==> config.mk <==
export PLATFORM = sky130hd
export DESIGN_NAME = serial_shift_rx_flat
export DESIGN_NICKNAME = d
export VERILOG_FILES = /design/src/rtl/serial_shift_rx_if.sv /design/src/rtl/serial_shift_rx.sv /design/src/flat_wrapper.sv
export SDC_FILE = /design/constraint.sdc
export NUM_CORES = 1
export LEC_CHECK = 0
export CORE_MARGIN = 2
export CORE_UTILIZATION = 45
export DETAILED_ROUTE_END_ITERATION = 12
export PLACE_DENSITY = 0.74
export SLEW_MARGIN = 10
export SYNTH_ARGS = -nofsm -noshare
export SYNTH_HDL_FRONTEND = slang
export SYNTH_SLANG_ARGS = --single-unit
==> constraint.sdc <==
create_clock -name clk -period 2.6 [get_ports clk]
set_clock_uncertainty 0.05 [all_clocks]
set_input_delay 0.26 -clock clk [delete_from_list [all_inputs] [get_ports clk]]
set_output_delay 0.26 -clock clk [all_outputs]
set_load 0.01 [all_outputs]
==> src/rtl/serial_shift_rx_if.sv <==
// Display-bus wires (sclk/sdata/spen) plus the receiver's frame outputs.
// master drives the wires and observes results; slave is the receiver.
interface serial_shift_rx_if #(
    parameter int WIDTH = 64
) ();
    localparam int CW = $clog2(WIDTH + 1);

    logic             sclk;
    logic             sdata;
    logic             spen;
    logic [WIDTH-1:0] data_out;
    logic             data_valid;
    logic             frame_err;
    logic [CW-1:0]    bit_cnt;
    logic             overrun;

    modport master (
        output sclk, sdata, spen,
        input  data_out, data_valid, frame_err, bit_cnt, overrun
    );

    modport slave (
        input  sclk, sdata, spen,
        output data_out, data_valid, frame_err, bit_cnt, overrun
    );
endinterface

==> src/rtl/serial_shift_rx.sv <==
// Display-bus receiver: syncs sclk/sdata/spen, shifts MSB-first, latches WIDTH-bit frame on spen rise.
// Edge-to-action 3 clk; no backpressure. Optional SHIFT idle abort under `define SSRX_TIMEOUT_EN.
module serial_shift_rx #(
    parameter int WIDTH       = 64
`ifdef SSRX_TIMEOUT_EN
    ,
    parameter int TIMEOUT_CYC = 4096
`endif
) (
    input  logic               clk,
    input  logic               rst,
    serial_shift_rx_if.slave   bus
);
    localparam int            CW   = $clog2(WIDTH + 1);
    localparam logic [CW-1:0] FULL = CW'(WIDTH);

    typedef enum logic {IDLE, SHIFT} state_t;

    state_t           state, state_nxt;
    logic [2:0]       sclk_sync;
    logic [1:0]       sdata_sync;
    logic [2:0]       spen_sync;
    logic [WIDTH-1:0] sr, sr_nxt;
    logic [CW-1:0]    cnt, cnt_nxt;
    logic             long_q, long_nxt;
    logic [WIDTH-1:0] dout, dout_nxt;
    logic             valid_q, valid_nxt;
    logic             err_q, err_nxt;
    logic             ovr_q, ovr_nxt;
    logic             shift_en;
    logic             sclk_rise, spen_rise, sdata_s2, spen_s2;

`ifdef SSRX_TIMEOUT_EN
    localparam int            IW     = $clog2(TIMEOUT_CYC + 1);
    localparam logic [IW-1:0] TO_MAX = IW'(TIMEOUT_CYC - 1);
    logic [IW-1:0] idle_cnt, idle_nxt;
`endif

    // spen synchroniser presets high so a low wire after reset is not seen as a load edge
    always_ff @(posedge clk) begin
        if (rst) begin
            sclk_sync  <= 3'b000;
            sdata_sync <= 2'b00;
            spen_sync  <= 3'b111;
        end else begin
            sclk_sync  <= {sclk_sync[1:0], bus.sclk};
            sdata_sync <= {sdata_sync[0], bus.sdata};
            spen_sync  <= {spen_sync[1:0], bus.spen};
        end
    end

    assign sclk_rise = sclk_sync[1] & ~sclk_sync[2];
    assign spen_rise = spen_sync[1] & ~spen_sync[2];
    assign sdata_s2  = sdata_sync[1];
    assign spen_s2   = spen_sync[1];

    always_ff @(posedge clk) begin
        if (rst) begin
            state   <= IDLE;
            sr      <= '0;
            cnt     <= '0;
            long_q  <= 1'b0;
            dout    <= '0;
            valid_q <= 1'b0;
            err_q   <= 1'b0;
            ovr_q   <= 1'b0;
        end else begin
            state   <= state_nxt;
            sr      <= sr_nxt;
            cnt     <= cnt_nxt;
            long_q  <= long_nxt;
            dout    <= dout_nxt;
            valid_q <= valid_nxt;
            err_q   <= err_nxt;
            ovr_q   <= ovr_nxt;
        end
    end

`ifdef SSRX_TIMEOUT_EN
    always_ff @(posedge clk) begin
        if (rst) idle_cnt <= '0;
        else     idle_cnt <= idle_nxt;
    end
`endif

    always_comb begin
        state_nxt = state;
        sr_nxt    = sr;
        cnt_nxt   = cnt;
        long_nxt  = long_q;
        dout_nxt  = dout;
        valid_nxt = 1'b0;
        err_nxt   = 1'b0;
        ovr_nxt   = ovr_q;
        shift_en  = 1'b0;
`ifdef SSRX_TIMEOUT_EN
        idle_nxt  = '0;
`endif

        case (state)
            IDLE: begin
                if (spen_rise) begin
                    err_nxt = 1'b1;
                end else if (sclk_rise && !spen_s2) begin
                    shift_en  = 1'b1;
                    state_nxt = SHIFT;
                end
            end
            SHIFT: begin
                // a bit arriving together with the load edge still belongs to this frame
                shift_en = sclk_rise;
            end
            default: state_nxt = IDLE;
        endcase

        if (shift_en) begin
            sr_nxt = {sr[WIDTH-2:0], sdata_s2};
            if (cnt == FULL) begin
                ovr_nxt  = 1'b1;
                long_nxt = 1'b1;
            end else begin
                cnt_nxt = cnt + 1'b1;
            end
        end

        if (state == SHIFT) begin
`ifdef SSRX_TIMEOUT_EN
            idle_nxt = sclk_rise ? '0 : idle_cnt + 1'b1;
`endif
            if (spen_rise) begin
                if (cnt_nxt == FULL && !long_nxt) begin
                    dout_nxt  = sr_nxt;
                    valid_nxt = 1'b1;
                end else begin
                    err_nxt = 1'b1;
                end
                cnt_nxt   = '0;
                long_nxt  = 1'b0;
                state_nxt = IDLE;
            end
`ifdef SSRX_TIMEOUT_EN
            else if (!sclk_rise && idle_cnt == TO_MAX) begin
                err_nxt   = 1'b1;
                cnt_nxt   = '0;
                long_nxt  = 1'b0;
                state_nxt = IDLE;
            end
`endif
        end
    end

    assign bus.data_out   = dout;
    assign bus.data_valid = valid_q;
    assign bus.frame_err  = err_q;
    assign bus.bit_cnt    = cnt;
    assign bus.overrun    = ovr_q;

endmodule

==> src/flat_wrapper.sv <==
// flat-port wrapper written by rule: the top's interface ports become plain ports
module serial_shift_rx_flat 
#(
    parameter int WIDTH       = 64

)
  (clk, rst, bus_sclk, bus_sdata, bus_spen, bus_data_out, bus_data_valid, bus_frame_err, bus_bit_cnt, bus_overrun);
  serial_shift_rx_if #(.WIDTH(WIDTH)) bus_i ();
  input  logic clk;
  input  logic rst;
  input wire logic [$bits(bus_i.sclk)-1:0] bus_sclk;
  input wire logic [$bits(bus_i.sdata)-1:0] bus_sdata;
  input wire logic [$bits(bus_i.spen)-1:0] bus_spen;
  output wire logic [$bits(bus_i.data_out)-1:0] bus_data_out;
  output wire logic [$bits(bus_i.data_valid)-1:0] bus_data_valid;
  output wire logic [$bits(bus_i.frame_err)-1:0] bus_frame_err;
  output wire logic [$bits(bus_i.bit_cnt)-1:0] bus_bit_cnt;
  output wire logic [$bits(bus_i.overrun)-1:0] bus_overrun;
  assign bus_i.sclk = bus_sclk;
  assign bus_i.sdata = bus_sdata;
  assign bus_i.spen = bus_spen;
  assign bus_data_out = bus_i.data_out;
  assign bus_data_valid = bus_i.data_valid;
  assign bus_frame_err = bus_i.frame_err;
  assign bus_bit_cnt = bus_i.bit_cnt;
  assign bus_overrun = bus_i.overrun;
  serial_shift_rx #(.WIDTH(WIDTH)) u_core (.clk(clk), .rst(rst), .bus(bus_i));
endmodule
==> results of run 1 <==
-- registers in the layout (all words and copies together), names as in the netlist --
register               cells
u_core.bus.data_out       64
u_core.sr                 64
u_core.bus.bit_cnt         7
u_core.sclk_sync           3
u_core.spen_sync           3
u_core.sdata_sync          2
u_core.bus.data_valid      1
u_core.bus.frame_err       1
u_core.bus.overrun         1
u_core.long_q              1
u_core.state               1
-- synth_stat cells (3+ instances only) --
master	count
nor3_1	6
nor2_1	14
nand2b_1	4
xnor2_1	5
buf_6	8
mux2_1	4
or2_2	3
nand3_1	3
nand2_1	134
mux2_4	60
dfxtp_1	148
a21oi_1	72
inv_1	4
clkbuf_1	27
nor2b_1	70
-- where the power goes --
group          leakage, nW  switching (mW)  internal, mW  total (mW)
Sequential            1.20         0.00287          2.27        2.27
Clock                0.295           0.919          1.60        2.52
Combinational         1.43          0.0500        0.0199      0.0700
Total                 2.92           0.972          3.89        4.86
-- per-layer routing --
metal  routed length (microns)  global-route usage  vias up
li1                          -                   -     2076
met1                      5470               0.217     1983
met2                      5850               0.291       97
met3                       429              0.0467       14
met4                       143              0.0489        0
met5                         0                   0        -
-- layout make-up --
cell class,count,area [sq um]
Clock buffer,17,425
Fill cell,1028,5020
Clock inverter,13,185
Multi-Input combinational cell,394,2670
Timing Repair Buffer,102,1060
Tap cell,172,215
Inverter,4,20.0
Sequential cell,148,2970
-- worst paths after layout --
check,start,endpoint,slack (ps),cells after the start
worst max-delay path,u_core.sclk_sync[1]$_SDFF_PP0_,u_core.bus.data_out[41]$_SDFFE_PP0P_,50,7
worst min-delay path,bus_sclk,u_core.sclk_sync[0]$_SDFF_PP0_,360,2
worst max register to register,u_core.sclk_sync[1]$_SDFF_PP0_,u_core.bus.data_out[41]$_SDFFE_PP0P_,50,7
worst min register to register,u_core.spen_sync[0]$_SDFF_PP1_,u_core.spen_sync[1]$_SDFF_PP1_,370,1
-- cell families (layout without fill, tap and decap cells) --
family,count (synthesis),count (layout),synth area share
and+or+nand+nor,243,243,0.201
AOI/OAI and AO/OA,77,77,0.0687
buffers and inverters,43,136,0.0387
DFF,148,148,0.512
xor gates and xnor gates,6,6,0.00908
muxes,66,66,0.167
adders and majority gates,2,2,0.00432
-- what timing repair did --
action / 4_1_cts / 5_1_grt
gates resized for setup: 5 / 15
pin swaps: 1 / 0
hold buffers: 0 / 0
endpoints found under the setup margin: 39 / 64
buffers inserted: 0 / 3
cloned: 1 / 2
==> run metrics, run 1 <==
Chip Height=between 100 and 150 microns; Setup TNS=0 ps; max_cap viols=0; most frequent cells in the layout=dfxtp_1 (144), nand2_1 (134), clkdlybuf4s50_1 (77), a21oi_1 (71), nor2b_1 (70); final core utilization=0.601; Synth Warn #=0; number of CTS-inserted buffers=17; worst slew pin tran=~730 ps; antenna cells=0; post-layout minimum cycle time=2550 ps; CP max stage delay=slightly above 600 ps; synth top area cells=dfxtp_1 (51%), mux2_4 (16%), nand2_1 (8.7%); Cell Count, Final, Fillers Out=850; Sink Count=148; Final GP Congestion=around 0.8; ANT nets after route=0; pwr/cell area=644 nW/um^2; top-area cell type share of the netlist area=0.512; Vias/cell=just under 5; max-slew violations=0; setup ws final=47.2 ps; number of flops mapped to enable cells by yosys=0; largest net degree at the start of global routing=between 70 and 80; number of buffers added on ports=78; RSZ-0062 raised after global routing=true; number of distinct library cells after synthesis=32; Fin Hold WS=about 360 ps; Chip Width=117 microns; Mapped Avg Cell Area=just under 10 sq um; Synth area leader=dfxtp_1; post-route cell area=7550 sq um; max_slew headroom=0.515; initial antenna violation count=0; crit-path cells=nand2b_4 > or2_2 > nor4_2 > a211oi_1 > or4_4 > buf_12 > mux2_4; Seq/Total Area, Yosys=0.512; DP Worst Slack=-35.1 ps; HP Class=in -> reg; critical path's top delay family=simple AND/OR/NAND/NOR gates; Pwr Total=about 4.9 mW; final layout net count=just under 700; CORE AREA=about 13000 sq um; Area after DPL=6770 sq um; average wire per standard cell=around 14 microns; worst vdd ir=approximately 0.31 mV; outcome=completed; CTS tree=done; Synth Register Bits=148; Final Hold Vio Count=0; Detailed Routing Iterations Pass 1=5; vias in the first global route=~4100; clk_lat worst skew=400 ps; Cells after Synth=between 500 and 600; first-pass GRT wire length=about 20 mm; share of layout cells above drive strength 1=0.202; area of the die=13800 sq um; WP data arrival=around 2800 ps; DRT Wirelength=about 12 mm; # IOs=just under 80; GRT Overall Usage=0.172; Setup CP Type=reg -> reg; htree depth=4; Clock Tree Buf Depth=2; Vias=4170; period utilization=0.982; Placed Cells=~810; Final setup violation count=0; Worst setup EP type=flip-flop; Area Growth Syn to Fin=30.4%; Critical Path RT=2840 ps; Post-Syn Nets=592; most common cell after layout, fill and taps aside=dfxtp_1; dpl hpwl=7.32 mm; gr ovfl total=0; DRT iter0 DRCs=around 210; FP Rows=~40; area of the mapped netlist=between 5000 and 6000 sq um; critical-path maximum fanout=25; async set-reset flop share out of synthesis=0; Crit path buffers/inverters=1; Max Fclk=around 0.39 GHz; clk slew on worst S/H paths=roughly 60 ps; Starting Density=0.461; main flop type after synthesis=dfxtp_1; Pleak=2.92 nW; DR DRC count=0; CTS root buf=clkbuf_16; Worst Setup Start Kind=flip-flop; CP max stage cell=or4_4
Power figures use the tool's default switching activity.
==> run 2: changes to the inputs <==
--- a/config.mk
+++ b/config.mk
@@ -8,7 +8,7 @@
 export CORE_MARGIN = 2
 export CORE_UTILIZATION = 45
 export DETAILED_ROUTE_END_ITERATION = 12
-export PLACE_DENSITY = 0.74
+export PLACE_DENSITY = 0.72
 export SLEW_MARGIN = 10
 export SYNTH_ARGS = -nofsm -noshare
 export SYNTH_HDL_FRONTEND = slang
==> constraint.sdc (replaced) <==
create_clock -name clk -period 2.5 [get_ports clk]
set_clock_uncertainty 0.05 [all_clocks]
set_input_delay 0.25 -clock clk [delete_from_list [all_inputs] [get_ports clk]]
set_output_delay 0.25 -clock clk [all_outputs]
set_load 0.01 [all_outputs]
==> run metrics, run 2 (synthesized netlist as in run 1, its figures left out) <==
number of fill cells=1028 (unchanged); antenna cells=0 (unchanged); RSZ-0062 raised after global routing=true; critical-path maximum fanout=7 (-72%); most frequent cells in the layout=dfxtp_1 (143), nand2_1 (134), clkdlybuf4s50_1 (77), a21oi_1 (71), nor2b_1 (70); largest net degree at the start of global routing=68 (-8.1%); crit-path cells=ha_4 > nand3_2 > nor3_2 > mux2i_1 > o2111ai_2 > or4_4 > clkbuf_16 > mux2_4; worst vdd ir=0.468 mV (+50%); vias in the first global route=4279 (+3.4%); area of the die=13800 sq um (unchanged); DRT Wirelength=12.8 mm (+7.4%); Detailed Routing Iterations Pass 1=4 (-1); final layout net count=685 (+1.6%); Final Hold Vio Count=0 (unchanged); CTS tree=done; Max Fclk=0.378 GHz (-3.4%); Pleak=3.03 nW (+4.0%); share of layout cells above drive strength 1=0.226 (+0.0237); max_cap viols=0 (unchanged); clk slew on worst S/H paths=60 ps (about the same); register area=2970 sq um (about the same); outcome=finished with violations; Critical Path RT=2750 ps (-90 ps); failing checks=negative setup slack; post-layout minimum cycle time=2640 ps (+90.4 ps); CORE AREA=12600 sq um (unchanged); DR DRC count=0 (unchanged); Vias/cell=4.90 (-0.11%); gr ovfl total=0 (unchanged); Sink Count=148 (unchanged); HP Class=in -> reg; clk_lat worst skew=410 ps (about the same); average wire per standard cell=14.8 microns (+5.8%); Final GP Congestion=0.794 (+0.74%); most common cell after layout, fill and taps aside=dfxtp_1; Starting Density=0.461 (unchanged); max-slew violations=0 (unchanged); Clock Tree Buf Depth=2 (unchanged); period utilization=1.06 (+0.0754); DP Worst Slack=-12.9 ps (+22.2 ps); max_slew headroom=0.539 (+0.0247); Vias=4229 (+1.4%); worst slew pin tran=690 ps (-38.4 ps); Chip Width=117 microns (unchanged); CP max stage cell=or4_4; ANT nets after route=0 (unchanged); pwr/cell area=653 nW/um^2 (+1.4%); GRT Overall Usage=0.170 (-0.00238); multi-input logic area=2740 sq um (+2.7%); number of buffers added on ports=78 (unchanged); first-pass GRT wire length=19.3 mm (-1.0%); Fin Hold WS=264 ps (-96.1 ps); dpl hpwl=7.08 mm (-3.3%); WP data arrival=2900 ps (+110 ps); Setup CP Type=reg -> reg; Worst Setup Start Kind=flip-flop; htree depth=4 (unchanged); Final setup violation count=64 (+64); Area Growth Syn to Fin=34.1%; CTS root buf=clkbuf_16; CP max stage delay=690 ps (+80 ps); DRT iter0 DRCs=198 (-7.5%); FP Rows=41 (unchanged); # IOs=79 (unchanged); initial antenna violation count=0 (unchanged); setup ws final=-143 ps (-190 ps); Worst setup EP type=flip-flop; number of CTS-inserted buffers=17 (unchanged); Chip Height=117 microns (unchanged)
==> run 2: changes by cell type in the layout (fill, tap and decap cells not counted), moves of 2 or more <==
cell / delta
buf_6: +3
mux2_1: -4
clkbuf_8: +4
clkinv_4: -3
mux2_4: +4
buf_12: +2
nand3_1: -2
clkbuf_1: +3
inv_2: +2
clkbuf_16: +3
buf_4: +3
==> run 2: path summary, 6_finish.rpt <==
check                                               to  cells past startpoint  slack, ps                        startpoint
hold / removal                 u_core.state$_SDFF_PP0_                      2        260                               rst
hold reg to reg         u_core.spen_sync[1]$_SDFF_PP1_                      1        360    u_core.spen_sync[0]$_SDFF_PP1_
setup / recovery  u_core.bus.data_out[30]$_SDFFE_PP0P_                      8       -140  u_core.bus.bit_cnt[1]$_SDFF_PP0_
setup reg to reg  u_core.bus.data_out[30]$_SDFFE_PP0P_                      8       -140  u_core.bus.bit_cnt[1]$_SDFF_PP0_
==> run 2: cell type report <==
class	instances	area share
flip-flops and latches	148	0.383
clock inverters	8	0.0156
clock buffers	24	0.0633
repair buffers	112	0.155
well taps	172	0.0277
inverters	4	0.00193
multi-input cells	395	0.353
==> run 2: layer usage <==
layer / GRT usage / share of wire / up-vias
met2: 0.280 / 0.47 / 94
met1: 0.206 / 0.46 / 2014
met4: 0.0640 / 0.019 / 0
met5: 0 / 0 / -
met3: 0.0569 / 0.049 / 26
li1: - / - / 2095
==> run 2: worst max-delay path, delay by kind of cell, from the launching register on <==
family,cells,cell delay [ps]
buf+inv,1,230
fa+ha+maj,1,150
flops,1,390
compound gates,1,150
simple gates,3,1000
mux,2,560
==> run 2: power breakdown <==
| group | switching, mW | internal [mW] |
|---|---|---|
| Combinational | 0.0540 | 0.0228 |
| Clock | 0.949 | 1.67 |
| Sequential | 0.00333 | 2.36 |
| Total | 1.01 | 4.06 |
==> run 2: timing repair <==
action                                  4_1_cts  5_1_grt
gates resized for setup                       1       31
buffers inserted                              1        7
hold buffers                                  0        0
pin swaps                                     0        9
endpoints found under the setup margin       64       64
cloned                                        0        9
==> run 2: metrics by stage <==
step                instances  power [mW]  TNS (ps)  utilization  area [sq um]
detailed placement        814        2.49      -101        0.540          6780
floorplan                 585        2.47         0            -          5850
CTS                       847        5.11      -917        0.589          7410
global route              863        5.22    -12620        0.618          7760
finish                    863        5.07     -5950        0.618          7760
global placement          814        2.49         0        0.540          6780
